===== config.mk =====
export PLATFORM = sky130hd
export DESIGN_NAME = controle_nivel_agua
export DESIGN_NICKNAME = d
export VERILOG_FILES = /design/src/rtl/controle_nivel_agua.sv
export SDC_FILE = /design/constraint.sdc
export NUM_CORES = 1
export LEC_CHECK = 0
export BUFFER_PORTS_ARGS = -buffer_cell sky130_fd_sc_hd__buf_2
export CAP_MARGIN = 10
export CORE_MARGIN = 10
export CORE_UTILIZATION = 47
export DETAILED_ROUTE_END_ITERATION = 12
export HOLD_SLACK_MARGIN = 0.08
export PLACE_DENSITY = 0.71
export SKIP_LAST_GASP = 1
export SLEW_MARGIN = 5
export SYNTH_ARGS = -nofsm -noshare
export SYNTH_HDL_FRONTEND = slang
export SYNTH_SLANG_ARGS = --single-unit

===== constraint.sdc =====
create_clock -name clock -period 3.16 [get_ports clock]
set_input_delay 0.158 -clock clock [delete_from_list [all_inputs] [get_ports clock]]
set_output_delay 0.158 -clock clock [all_outputs]
set_load 0.01 [all_outputs]

===== src/rtl/controle_nivel_agua.sv =====
// Water-level control FSM: debounced zone classification of strobed BCD level samples,
// fill-valve/alarm control, manual override and fill-timeout fault.
module controle_nivel_agua #(
    parameter int N_CONFIRMA = 3,
    parameter int TIMEOUT    = 50_000_000,
    parameter int W_TIMEOUT  = 26
) (
    input  logic        clock,
    input  logic        reset,
    input  logic [11:0] nivel,
    input  logic        nivel_pronto,
    input  logic [11:0] nv_crit,
    input  logic [11:0] nv_alto,
    input  logic [11:0] nv_baixo,
    input  logic        manual,
    input  logic        abrir_valv,
    input  logic        limpa_falha,
    output logic        valvula,
    output logic        alarme,
    output logic        falha,
    output logic [2:0]  db_estado
);

    localparam int W_CNT = (N_CONFIRMA < 2) ? 1 : $clog2(N_CONFIRMA + 1);

    typedef enum logic [2:0] {
        INICIAL  = 3'd0,
        OCIOSO   = 3'd1,
        ENCHENDO = 3'd2,
        CRITICO  = 3'd3,
        FALHA    = 3'd4,
        MANUAL   = 3'd5
    } estado_t;

    typedef enum logic [1:0] {
        Z_MEIO  = 2'd0,
        Z_BAIXO = 2'd1,
        Z_ALTO  = 2'd2,
        Z_CRIT  = 2'd3
    } zona_t;

    estado_t              estado_q, estado_d;
    zona_t                last_zone_q, last_zone_d;
    zona_t                zona_s;
    logic [W_CNT-1:0]     cnt_q, cnt_d, cnt_inc_s;
    logic [W_TIMEOUT-1:0] tmo_q, tmo_d;
    logic                 confirmado_s;
    logic                 valvula_q, valvula_d;
    logic                 alarme_q, alarme_d;
    logic                 falha_q, falha_d;

    // Zone of the current sample, CRIT first so misordered thresholds stay deterministic
    always_comb begin
        if (nivel >= nv_crit) begin
            zona_s = Z_CRIT;
        end else if (nivel >= nv_alto) begin
            zona_s = Z_ALTO;
        end else if (nivel <= nv_baixo) begin
            zona_s = Z_BAIXO;
        end else begin
            zona_s = Z_MEIO;
        end
    end

    // Saturating run-length of identical zones and the resulting confirmation
    always_comb begin
        if (zona_s != last_zone_q) begin
            cnt_inc_s = W_CNT'(1);
        end else if (cnt_q == W_CNT'(N_CONFIRMA)) begin
            cnt_inc_s = cnt_q;
        end else begin
            cnt_inc_s = cnt_q + W_CNT'(1);
        end
        confirmado_s = nivel_pronto && (cnt_inc_s == W_CNT'(N_CONFIRMA));
    end

    // Next state: fault handling, then manual, then confirmed zones, then timeout
    always_comb begin
        estado_d = estado_q;
        if (estado_q == FALHA) begin
            if (limpa_falha) begin
                estado_d = OCIOSO;
            end else begin
                estado_d = FALHA;
            end
        end else if (manual) begin
            estado_d = MANUAL;
        end else begin
            case (estado_q)
                INICIAL: begin
                    if (nivel_pronto) begin
                        estado_d = OCIOSO;
                    end else begin
                        estado_d = INICIAL;
                    end
                end
                MANUAL: estado_d = OCIOSO;
                OCIOSO: begin
                    if (confirmado_s && zona_s == Z_BAIXO) begin
                        estado_d = ENCHENDO;
                    end else if (confirmado_s && zona_s == Z_CRIT) begin
                        estado_d = CRITICO;
                    end else begin
                        estado_d = OCIOSO;
                    end
                end
                ENCHENDO: begin
                    if (confirmado_s && zona_s == Z_CRIT) begin
                        estado_d = CRITICO;
                    end else if (confirmado_s && zona_s == Z_ALTO) begin
                        estado_d = OCIOSO;
                    end else if (tmo_q == W_TIMEOUT'(TIMEOUT - 1)) begin
                        estado_d = FALHA;
                    end else begin
                        estado_d = ENCHENDO;
                    end
                end
                CRITICO: begin
                    if (confirmado_s && (zona_s == Z_MEIO || zona_s == Z_BAIXO)) begin
                        estado_d = OCIOSO;
                    end else begin
                        estado_d = CRITICO;
                    end
                end
                default: estado_d = INICIAL;
            endcase
        end
    end

    // Counters, last zone and output decode from the next state
    always_comb begin
        if (nivel_pronto) begin
            last_zone_d = zona_s;
        end else begin
            last_zone_d = last_zone_q;
        end

        if (estado_d != estado_q) begin
            cnt_d = '0;
        end else if (nivel_pronto) begin
            cnt_d = cnt_inc_s;
        end else begin
            cnt_d = cnt_q;
        end

        if (estado_d == ENCHENDO && estado_q == ENCHENDO) begin
            tmo_d = tmo_q + W_TIMEOUT'(1);
        end else begin
            tmo_d = '0;
        end

        // In manual the valve is cut on a single CRIT sample, without debounce
        case (estado_d)
            ENCHENDO: begin
                valvula_d = 1'b1;
                alarme_d  = 1'b0;
            end
            MANUAL: begin
                valvula_d = abrir_valv && (last_zone_d != Z_CRIT);
                alarme_d  = (last_zone_d == Z_CRIT);
            end
            CRITICO, FALHA: begin
                valvula_d = 1'b0;
                alarme_d  = 1'b1;
            end
            default: begin
                valvula_d = 1'b0;
                alarme_d  = 1'b0;
            end
        endcase
        falha_d = (estado_d == FALHA);
    end

    // State and output registers with synchronous active-low reset
    always_ff @(posedge clock) begin
        if (!reset) begin
            estado_q    <= INICIAL;
            last_zone_q <= Z_MEIO;
            cnt_q       <= '0;
            tmo_q       <= '0;
            valvula_q   <= 1'b0;
            alarme_q    <= 1'b0;
            falha_q     <= 1'b0;
        end else begin
            estado_q    <= estado_d;
            last_zone_q <= last_zone_d;
            cnt_q       <= cnt_d;
            tmo_q       <= tmo_d;
            valvula_q   <= valvula_d;
            alarme_q    <= alarme_d;
            falha_q     <= falha_d;
        end
    end

    assign valvula   = valvula_q;
    assign alarme    = alarme_q;
    assign falha     = falha_q;
    assign db_estado = estado_q;

endmodule


Word-level counts from Yosys, hierarchy flattened
Cells that the tools add are included.
{"block": "totals", "regBits": 36, "input_bits": 54}
{"block": "op_classes", "n_bitwise": 1, "n_eq_ne": 19, "n_lt_le_gt_ge": 3, "muxes": 19, "add_sub_neg": 2, "reduce_logical": 13}
{"op": "26-bit by 1-bit adder with 26-bit output (second input constant)", "n": 1}
{"op": "26-bit == test (second input constant)", "n": 1}
{"op": "12-bit greater-or-equal comparator", "n": 2}
{"op": "3-bit 2-to-1 mux", "n": 6}
{"op": "2-bit 2-to-1 mux", "n": 8}
{"op": "3-bit case mux with 5 select lines", "n": 1}
{"op": "3-bit by 2-bit == test with 1-bit output (second input constant)", "n": 4}
{"op": "3-bit == test (second input constant)", "n": 4}
{"op": "12-bit less-or-equal comparator", "n": 1}
{"op": "2-bit == test (second input constant)", "n": 5}
{"op": "1-bit logical AND", "n": 7}
{"op": "1-bit case mux with 2 select lines", "n": 2}
{"op": "2-bit OR reduction", "n": 2}
{"op": "3-bit by 1-bit == test with 1-bit output (second input constant)", "n": 1}
{"op": "3-bit logical NOT", "n": 1}
{"op": "3-bit != test", "n": 1}
{"op": "2-bit by 1-bit adder with 2-bit output (second input constant)", "n": 1}
{"op": "2-bit by 1-bit == test with 1-bit output (second input constant)", "n": 1}
{"op": "2-bit logical NOT", "n": 1}
{"op": "1-bit 2-to-1 mux", "n": 2}
{"op": "2-bit != test", "n": 1}
{"op": "2-bit != test (second input constant)", "n": 1}
{"op": "2-bit AND reduction", "n": 1}
{"op": "1-bit logical OR", "n": 1}
{"op": "1-bit inverter", "n": 1}

Longest topological paths before layout
Gate-level depths: netlist (run 1).
{"block": "logic_depth", "word_depth": 17, "depth_mapped": 14}

Worst setup path before layout (run 1)
No wires, ideal clock.
{"block": "synth_path", "path_type": "in2reg", "start": "input nv_crit[2]", "end": "register tmo_q[18]", "path_buffers": 3, "setup_ns": 0.119, "cell_stages": 14, "t_required_ns": 3.041, "slack_ns": 0.464, "arrival_ns": 2.577, "path_cell_list": "inv_1 > ha_1 > a211oi_2 > o21ai_1 > a211oi_2 > o21bai_1 > buf_2 > or3b_2 > and2_1 > o221ai_2 > or3_1 > buf_6 > buf_8 > nor2_4"}
{"block": "synth_via", "elab_chain_cells": 15}
{"element": "start: declaration", "line_no": "12", "source": "input logic [11:0] nv_crit,"}
{"element": "12-bit greater-or-equal comparator *", "line_no": "54", "source": "if (nivel >= nv_crit) begin"}
{"element": "2-bit 2-to-1 mux *", "line_no": "54"}
{"element": "2-bit != test", "line_no": "67", "source": "if (zona_s != last_zone_q) begin"}
{"element": "2-bit 2-to-1 mux", "line_no": "67"}
{"element": "2-bit == test", "line_no": "74", "source": "confirmado_s = nivel_pronto && (cnt_inc_s == W_CNT'(N_CONFIRMA));"}
{"element": "1-bit logical AND", "line_no": "74"}
{"element": "1-bit logical AND, on equally long branches", "line_no": "110, 101, 108"}
{"element": "3-bit 2-to-1 mux / 2-bit 2-to-1 mux (equally long branches)", "line_no": "110, 101"}
{"element": "3-bit 2-to-1 mux / 2-bit 2-to-1 mux (equally long branches)", "line_no": "108, 99"}
{"element": "3-bit case mux with 5 select lines *", "line_no": "89", "source": "case (estado_q)"}
{"element": "3-bit 2-to-1 mux *", "line_no": "86", "source": "end else if (manual) begin"}
{"element": "3-bit 2-to-1 mux *", "line_no": "80", "source": "if (estado_q == FALHA) begin"}
{"element": "3-bit by 2-bit == test with 1-bit output *", "line_no": "146", "source": "if (estado_d == ENCHENDO && estado_q == ENCHENDO) begin"}
{"element": "1-bit logical AND *", "line_no": "146"}
{"element": "2-bit AND reduction (no line) *"}
{"element": "end signal: assignment", "line_no": "188", "source": "tmo_q <= tmo_d;"}
{"element": "end: declaration", "line_no": "46", "source": "logic [W_TIMEOUT-1:0] tmo_q, tmo_d;"}
Every way passes the cells marked *; elsewhere a longest branch is shown, timed or not.
A chain may end at the register's enable or synchronous reset.

Worst setup path in the final report (run 1)
{"block": "layout_path", "start": "register tmo_q[0]", "end": "register tmo_q[22]"}
{"block": "layout_via", "elab_chain_cells": 10}
{"element": "26-bit == test", "line_no": "112", "source": "end else if (tmo_q == W_TIMEOUT'(TIMEOUT - 1)) begin"}
{"element": "3-bit 2-to-1 mux", "line_no": "112"}
{"element": "3-bit 2-to-1 mux", "line_no": "110", "source": "end else if (confirmado_s && zona_s == Z_ALTO) begin"}
{"element": "3-bit 2-to-1 mux", "line_no": "108", "source": "if (confirmado_s && zona_s == Z_CRIT) begin"}
{"element": "3-bit case mux with 5 select lines", "line_no": "89"}
{"element": "3-bit 2-to-1 mux", "line_no": "86"}
{"element": "3-bit 2-to-1 mux", "line_no": "80"}
{"element": "3-bit by 2-bit == test with 1-bit output", "line_no": "146"}
{"element": "1-bit logical AND", "line_no": "146"}
{"element": "2-bit AND reduction (no line)"}
Parallel ways exist; a longest one is shown, timed or not.

==> results of run 1 <==
## stage by stage
stage | cell area (um2) | util [%] | cells
final | 3213 | 57.64 | 480
after global routing | 3213 | 57.64 | 480
after CTS | 3213 | 57.64 | 480
after detailed placement | 3120 | 55.98 | 472
after global placement | 3120 | 55.98 | 472
after floorplan | 2743 | - | 344
## registers in the layout, indices dropped and copies added (netlist names)
register	flops
cnt_q	2
falha	1
valvula	1
alarme	1
tmo_q	26
db_estado	3
last_zone_q	2
## layout make-up
class	count	area (um2)	area share (%)
inverters	41	153.9	4.790
clock buffers	6	82.58	2.570
repair buffers	64	345.3	10.75
multi-input cells	259	1810	56.35
flip-flops and latches	36	720.7	22.43
clock inverters	2	10.01	0.3115
well taps	72	90.09	2.804
## cells in the final DEF, fill, tap and decap left out, types with 3 or more instances in the layout
cell	n
a211oi_1	4
a21o_1	3
a21oi_1	22
and2_1	4
and3_1	4
buf_2	59
buf_4	4
clkbuf_8	6
dfxtp_1	36
ha_1	37
inv_1	41
nand2_1	27
nand3_1	10
nand4_1	13
nor2_1	39
nor2_2	3
nor2_4	7
nor2b_1	5
nor3_1	7
o211ai_1	3
o21ai_0	11
or3_1	4
xnor2_1	9
xor2_1	16
## report_power, final
| part | total (W) | switching (W) | internal (W) |
|---|---|---|---|
| combinational | 0.000223 | 0.000117 | 0.000105 |
| clock | 0.000338 | 0.000165 | 0.000174 |
| sequential | 0.000472 | 0.0000111 | 0.000461 |
| total | 0.00103 | 0.000293 | 0.000741 |
## path summary, 6_finish.rpt
check	startpoint	to	slack, ps
worst max-delay path	tmo_q[0]	tmo_q[22]	360
worst min-delay path	abrir_valv	valvula	110
worst max register to register	tmo_q[0]	tmo_q[22]	360
worst min register to register	tmo_q[0]	tmo_q[0]	480
## worst max-delay path: cells and delay by family, from the launching register on
| kind | cells | cell delay (ps) |
|---|---|---|
| adders and majority gates | 1 | 200 |
| buffers and inverters | 1 | 210 |
| and+or+nand+nor | 6 | 1290 |
| DFF | 1 | 390 |
| AOI/OAI and AO/OA | 3 | 580 |
## logic make-up after synthesis
kind of cell	synth area share [%]
AOI/OAI and AO/OA	15.28
DFF	26.28
xor gates and xnor gates	7.984
adders and majority gates	16.88
and+or+nand+nor	25.87
buffers and inverters	7.709
## metal layers
layer | share of wire (%) | GRT usage [%] | vias to the layer above
met5 | 0 | 0 | -
met4 | 1.6 | 5.206 | 0
met3 | 3.3 | 3.392 | 13
met2 | 53 | 26.96 | 30
met1 | 43 | 14.95 | 1149
li1 | - | - | 1324
==> results.yml, run 1 <==
sta:
  layout_setup_ws_ps: 356.4
  rsz0062_at_grt: "no"
  hold_viol: 0
  min_period_ps: 2804
  finalClockSkew_ps: 3.237
  clock.fmax_mhz: 356.7
  hold_ws_ps: 106.5
  relSlewSlack_pct: 62.41
  post-route-period-util_pct: 88.72
  tns_ps: 0
  report.final.setup_viol: 0
  worst_slew_pin_slew_ps: 558.6
  maxSlewViolCount: 0
grt:
  grt_pass1_vias: 2523
  grt_max_degree: 27
  grt_antenna_before_repair: 0
  overflow: 0
  track_usage_pct: 14.27
  grt_pass1_wl_um: 10700
final_layout:
  nFillCells: 540
  nets: 498
  syn_to_final_growth_pct: 17.15
  diodes: 0
  drive_gt1_share_pct: 22.06
yosys:
  synth-edff-count: 0
  yosys_register_bits: 36
  syn-cell-area_um2: 2743
  yosysTopAreaCellShare_pct: 26.28
  ys_warn_count: 0
  synth-async-reset-ratio_pct: 0
  ys.flop_type: "dfxtp_1"
  synthTopCellsByCount: "inv_1 (41), nor2_1 (39), ha_1 (37), dfxtp_1 (36), nand2_1 (27)"
  syn_nets: 435
  synth_area_leader_cell: "dfxtp_1"
  synthTopCellsByArea: "dfxtp_1 (26%), ha_1 (17%), inv_1 (5.6%)"
  synth_cell_types: 48
  synth.avg_cell_area_um2: 7.973
  ys_seq_area_share_pct: 26.28
  syn_inst: 344
  synth_most_common_cell: "inv_1"
routing:
  drt-initial-drc-count: 86
  vias: 2516
  drtPass1Iterations: 4
  wl_um: 6226
  viasPerCell: 5.242
  drtAntennaViolNets: 0
  remaining_drc_errors: 0
  avgRoutedWirePerCell_um: 12.97
floorplanning:
  initial_utilization_pct: 49.20
  rows: 27
  dieWidth_um: 96.39
  die_y_um: 96.39
  pin_count: 60
  core_area_um2: 5574
  dieArea_um2: 9291
setup_path:
  crit_chain: "ha_1 -> and3_1 -> nand3_1 -> nor4_1 -> nor3_1 -> a41oi_1 -> o221ai_2 -> o211ai_1 -> or3_1 -> buf_12 -> nor2_1"
  crit_arrival_ps: 2990
  end_kind: "register"
  max_stage_delay_ps: 560
  cp.required_ps: 3340
  critPathMaxFanout: 26
  slowest_stage: "nor4_1"
  startpoint_type: "register"
  worst-r2r-cell-count: 11
  critical_path_class: "register to register"
power:
  p_leak_nw: 1.429
  power_density_nw_per_um2: 321.6
  power.total_w: 0.001033
  ir_drop_v: 0.0002623
min_path:
  min_path_cells: 3
  hold_path.class: "input port to register"
place:
  port_buffers: 59
  hpwl_um: 5225
  pre_cts_ws_ps: 105.8
  gp_congestion: 0.9391
clock_tree:
  cts.sinks: 36
  htree_levels: 2
  clk_pin_slew_ps: 70
  cts-buffers-inserted: 5
  clockBufferDepth: 2
  cts_resized: 0
  cts_hold_buffers: 0
  cts_setup_buffers: 0
  clk_latency_ps: 290
  cts_tree: "done"
  cts-root-buf: "clkbuf_8"
run:
  max_cap_violations: 0
status:
  status: "complete, no violations"
Note: power is estimated with default switching activity, not from simulation.
==> run 2, diff against run 1 <==
--- a/config.mk
+++ b/config.mk
@@ -5,13 +5,13 @@
 export SDC_FILE = /design/constraint.sdc
 export NUM_CORES = 1
 export LEC_CHECK = 0
-export BUFFER_PORTS_ARGS = -buffer_cell sky130_fd_sc_hd__buf_2
 export CAP_MARGIN = 10
 export CORE_MARGIN = 10
 export CORE_UTILIZATION = 47
 export DETAILED_ROUTE_END_ITERATION = 12
+export DONT_BUFFER_PORTS = 1
 export HOLD_SLACK_MARGIN = 0.08
-export PLACE_DENSITY = 0.71
+export PLACE_DENSITY = 0.62
 export SKIP_LAST_GASP = 1
 export SLEW_MARGIN = 5
 export SYNTH_ARGS = -nofsm -noshare
==> constraint.sdc (replaced) <==
create_clock -name clock -period 3.6 [get_ports clock]
set_input_delay 0.18 -clock clock [delete_from_list [all_inputs] [get_ports clock]]
set_output_delay 0.18 -clock clock [all_outputs]
set_load 0.01 [all_outputs]
==> run 2 against run 1 <==
Net effect: worst hold slack got worse by 1.7 ps; sequential share of layout area increased by 2.3 points; sequential power decreased by 11%; via count decreased by 11%; worst setup slack improved by 310 ps; combinational power decreased by 32%; clock-buffer cell count unchanged; critical path depth unchanged; die area unchanged; utilization decreased by 5.3 points; critical endpoint is now tmo_q[12]; highest routed layer unchanged.
==> results.yml, run 2 (synthesized netlist as in run 1, its figures left out) <==
sta:
  tns_ps: 0
  finalClockSkew_ps: 5.253
  hold_viol: 0
  clock.fmax_mhz: 341.4
  rsz0062_at_grt: "no"
  maxSlewViolCount: 0
  worst_slew_pin_slew_ps: 703.2
  post-route-period-util_pct: 81.36
  min_period_ps: 2929
  hold_ws_ps: 104.8
  report.final.setup_viol: 0
  relSlewSlack_pct: 53.02
routing:
  drtAntennaViolNets: 0
  wl_um: 5887
  drtPass1Iterations: 4
  avgRoutedWirePerCell_um: 13.98
  drt-initial-drc-count: 104
  viasPerCell: 5.309
  vias: 2235
  remaining_drc_errors: 0
setup_path:
  startpoint_type: "register"
  critical_path_class: "register to register"
  path_buf_inv: 1
  critPathMaxFanout: 26
  cp.required_ps: 3770
  startpoint: "tmo_q[0]"
  end_kind: "register"
  critical_path.top_delay_family: "simple AND/OR/NAND/NOR gates"
  slowest_stage: "nor4_1"
  crit_chain: "ha_1 -> and3_1 -> nand3_1 -> nor4_1 -> nor3_1 -> a41oi_1 -> o221ai_2 -> o211ai_1 -> or3_1 -> buf_4 -> nor2_1"
  crit_arrival_ps: 3100
  worst_r2r_startpoint: "tmo_q[0]"
  max_stage_delay_ps: 520
clock_tree:
  cts-root-buf: "clkbuf_8"
  clk_latency_ps: 290
  cts_setup_buffers: 0
  cts_hold_buffers: 4
  clk_pin_slew_ps: 70
  cts.sinks: 36
  cts_resized: 0
  htree_levels: 2
  cts-buffers-inserted: 5
  clockBufferDepth: 2
  cts_tree: "done"
floorplanning:
  pin_count: 60
  dieWidth_um: 96.39
  dieArea_um2: 9291
  die_y_um: 96.39
  rows: 27
  initial_utilization_pct: 49.20
  core_area_um2: 5574
grt:
  overflow: 0
  grt_max_degree: 27
  grt_pass1_wl_um: 10040
  track_usage_pct: 13.33
  grt_antenna_before_repair: 0
  grt_pass1_vias: 2261
final_layout:
  stdcell_count: 421
  largest_register_ffs: 26
  mostFrequentLayoutCells: "inv_1 (41), nor2_1 (39), ha_1 (37)"
  syn_to_final_growth_pct: 6.296
  nFillCells: 542
  diodes: 0
  nets: 439
  final_common_cell: "inv_1"
  drive_gt1_share_pct: 7.736
  top_register: "tmo_q"
power:
  ir_drop_v: 0.0001528
  power_density_nw_per_um2: 296.6
  p_leak_nw: 1.183
place:
  port_buffers: 0
  gp_congestion: 0.8594
  dp.cells: 409
  hpwl_um: 4767
run:
  max_cap_violations: 0
min_path:
  hp-start: "reset"
  hold_path.class: "input port to register"
status:
  status: "complete, no violations"
==> run 2: cell count changes in the layout (fill, tap and decap cells not counted) <==
cell and change:
buf_2 -59, dlygate4sd3_1 +4, buf_4 -3, buf_12 -1
==> run 2: area by class of cell <==
cell class | instances | area [um2] | share of cell area (%)
Inverter | 41 | 153.9 | 5.279
Multi-Input combinational cell | 259 | 1810 | 62.10
Timing Repair Buffer | 5 | 47.55 | 1.631
Tap cell | 72 | 90.09 | 3.090
Sequential cell | 36 | 720.7 | 24.72
Clock buffer | 6 | 82.58 | 2.833
Clock inverter | 2 | 10.01 | 0.3433
==> run 2: report_power, final <==
part	switching (W)	leakage (nW)	total [W]	internal [W]
combinational	0.0000815	0.840	0.000151	0.0000694
clock	0.000143	0.0510	0.000296	0.000153
sequential	0.0000131	0.291	0.000418	0.000405
total	0.000238	1.18	0.000865	0.000627
==> run 2: path summary, 6_finish.rpt <==
path,to,slack [ps],depth (start not counted)
worst max register to register,tmo_q[12],670,11
worst max-delay path,tmo_q[12],670,11
worst min register to register,tmo_q[0],480,1
worst min-delay path,db_estado[1],100,2
==> run 2: worst reg2reg max path, delay by kind of cell (launching register included) <==
family	cells	cell delay, ps
compound gates	3	630
fa+ha+maj	1	190
flops	1	390
simple gates	6	1250
buf+inv	1	360
==> run 2: metal layers <==
| layer | wire length [um] | track usage, % | up-vias |
|---|---|---|---|
| met5 | 0 | 0 | - |
| met4 | 53 | 3.753 | 0 |
| met3 | 252 | 3.932 | 8 |
| li1 | - | - | 1197 |
| met1 | 2657 | 15.57 | 994 |
| met2 | 2923 | 23.15 | 36 |
==> run 2: per-stage QoR <==
step / util [%] / power, W / instance area (um2) / setup WS (ps)
CTS: 52.30 / 0.0008731 / 2915 / 644.5
detailed placement: 49.92 / 0.0005731 / 2783 / 410.1
finish: 52.30 / 0.0008646 / 2915 / 671.1
global placement: 49.92 / 0.0005689 / 2783 / 506.5
global route: 52.30 / 0.0009142 / 2915 / 324.5
floorplan: - / 0.0005461 / 2743 / 882.4
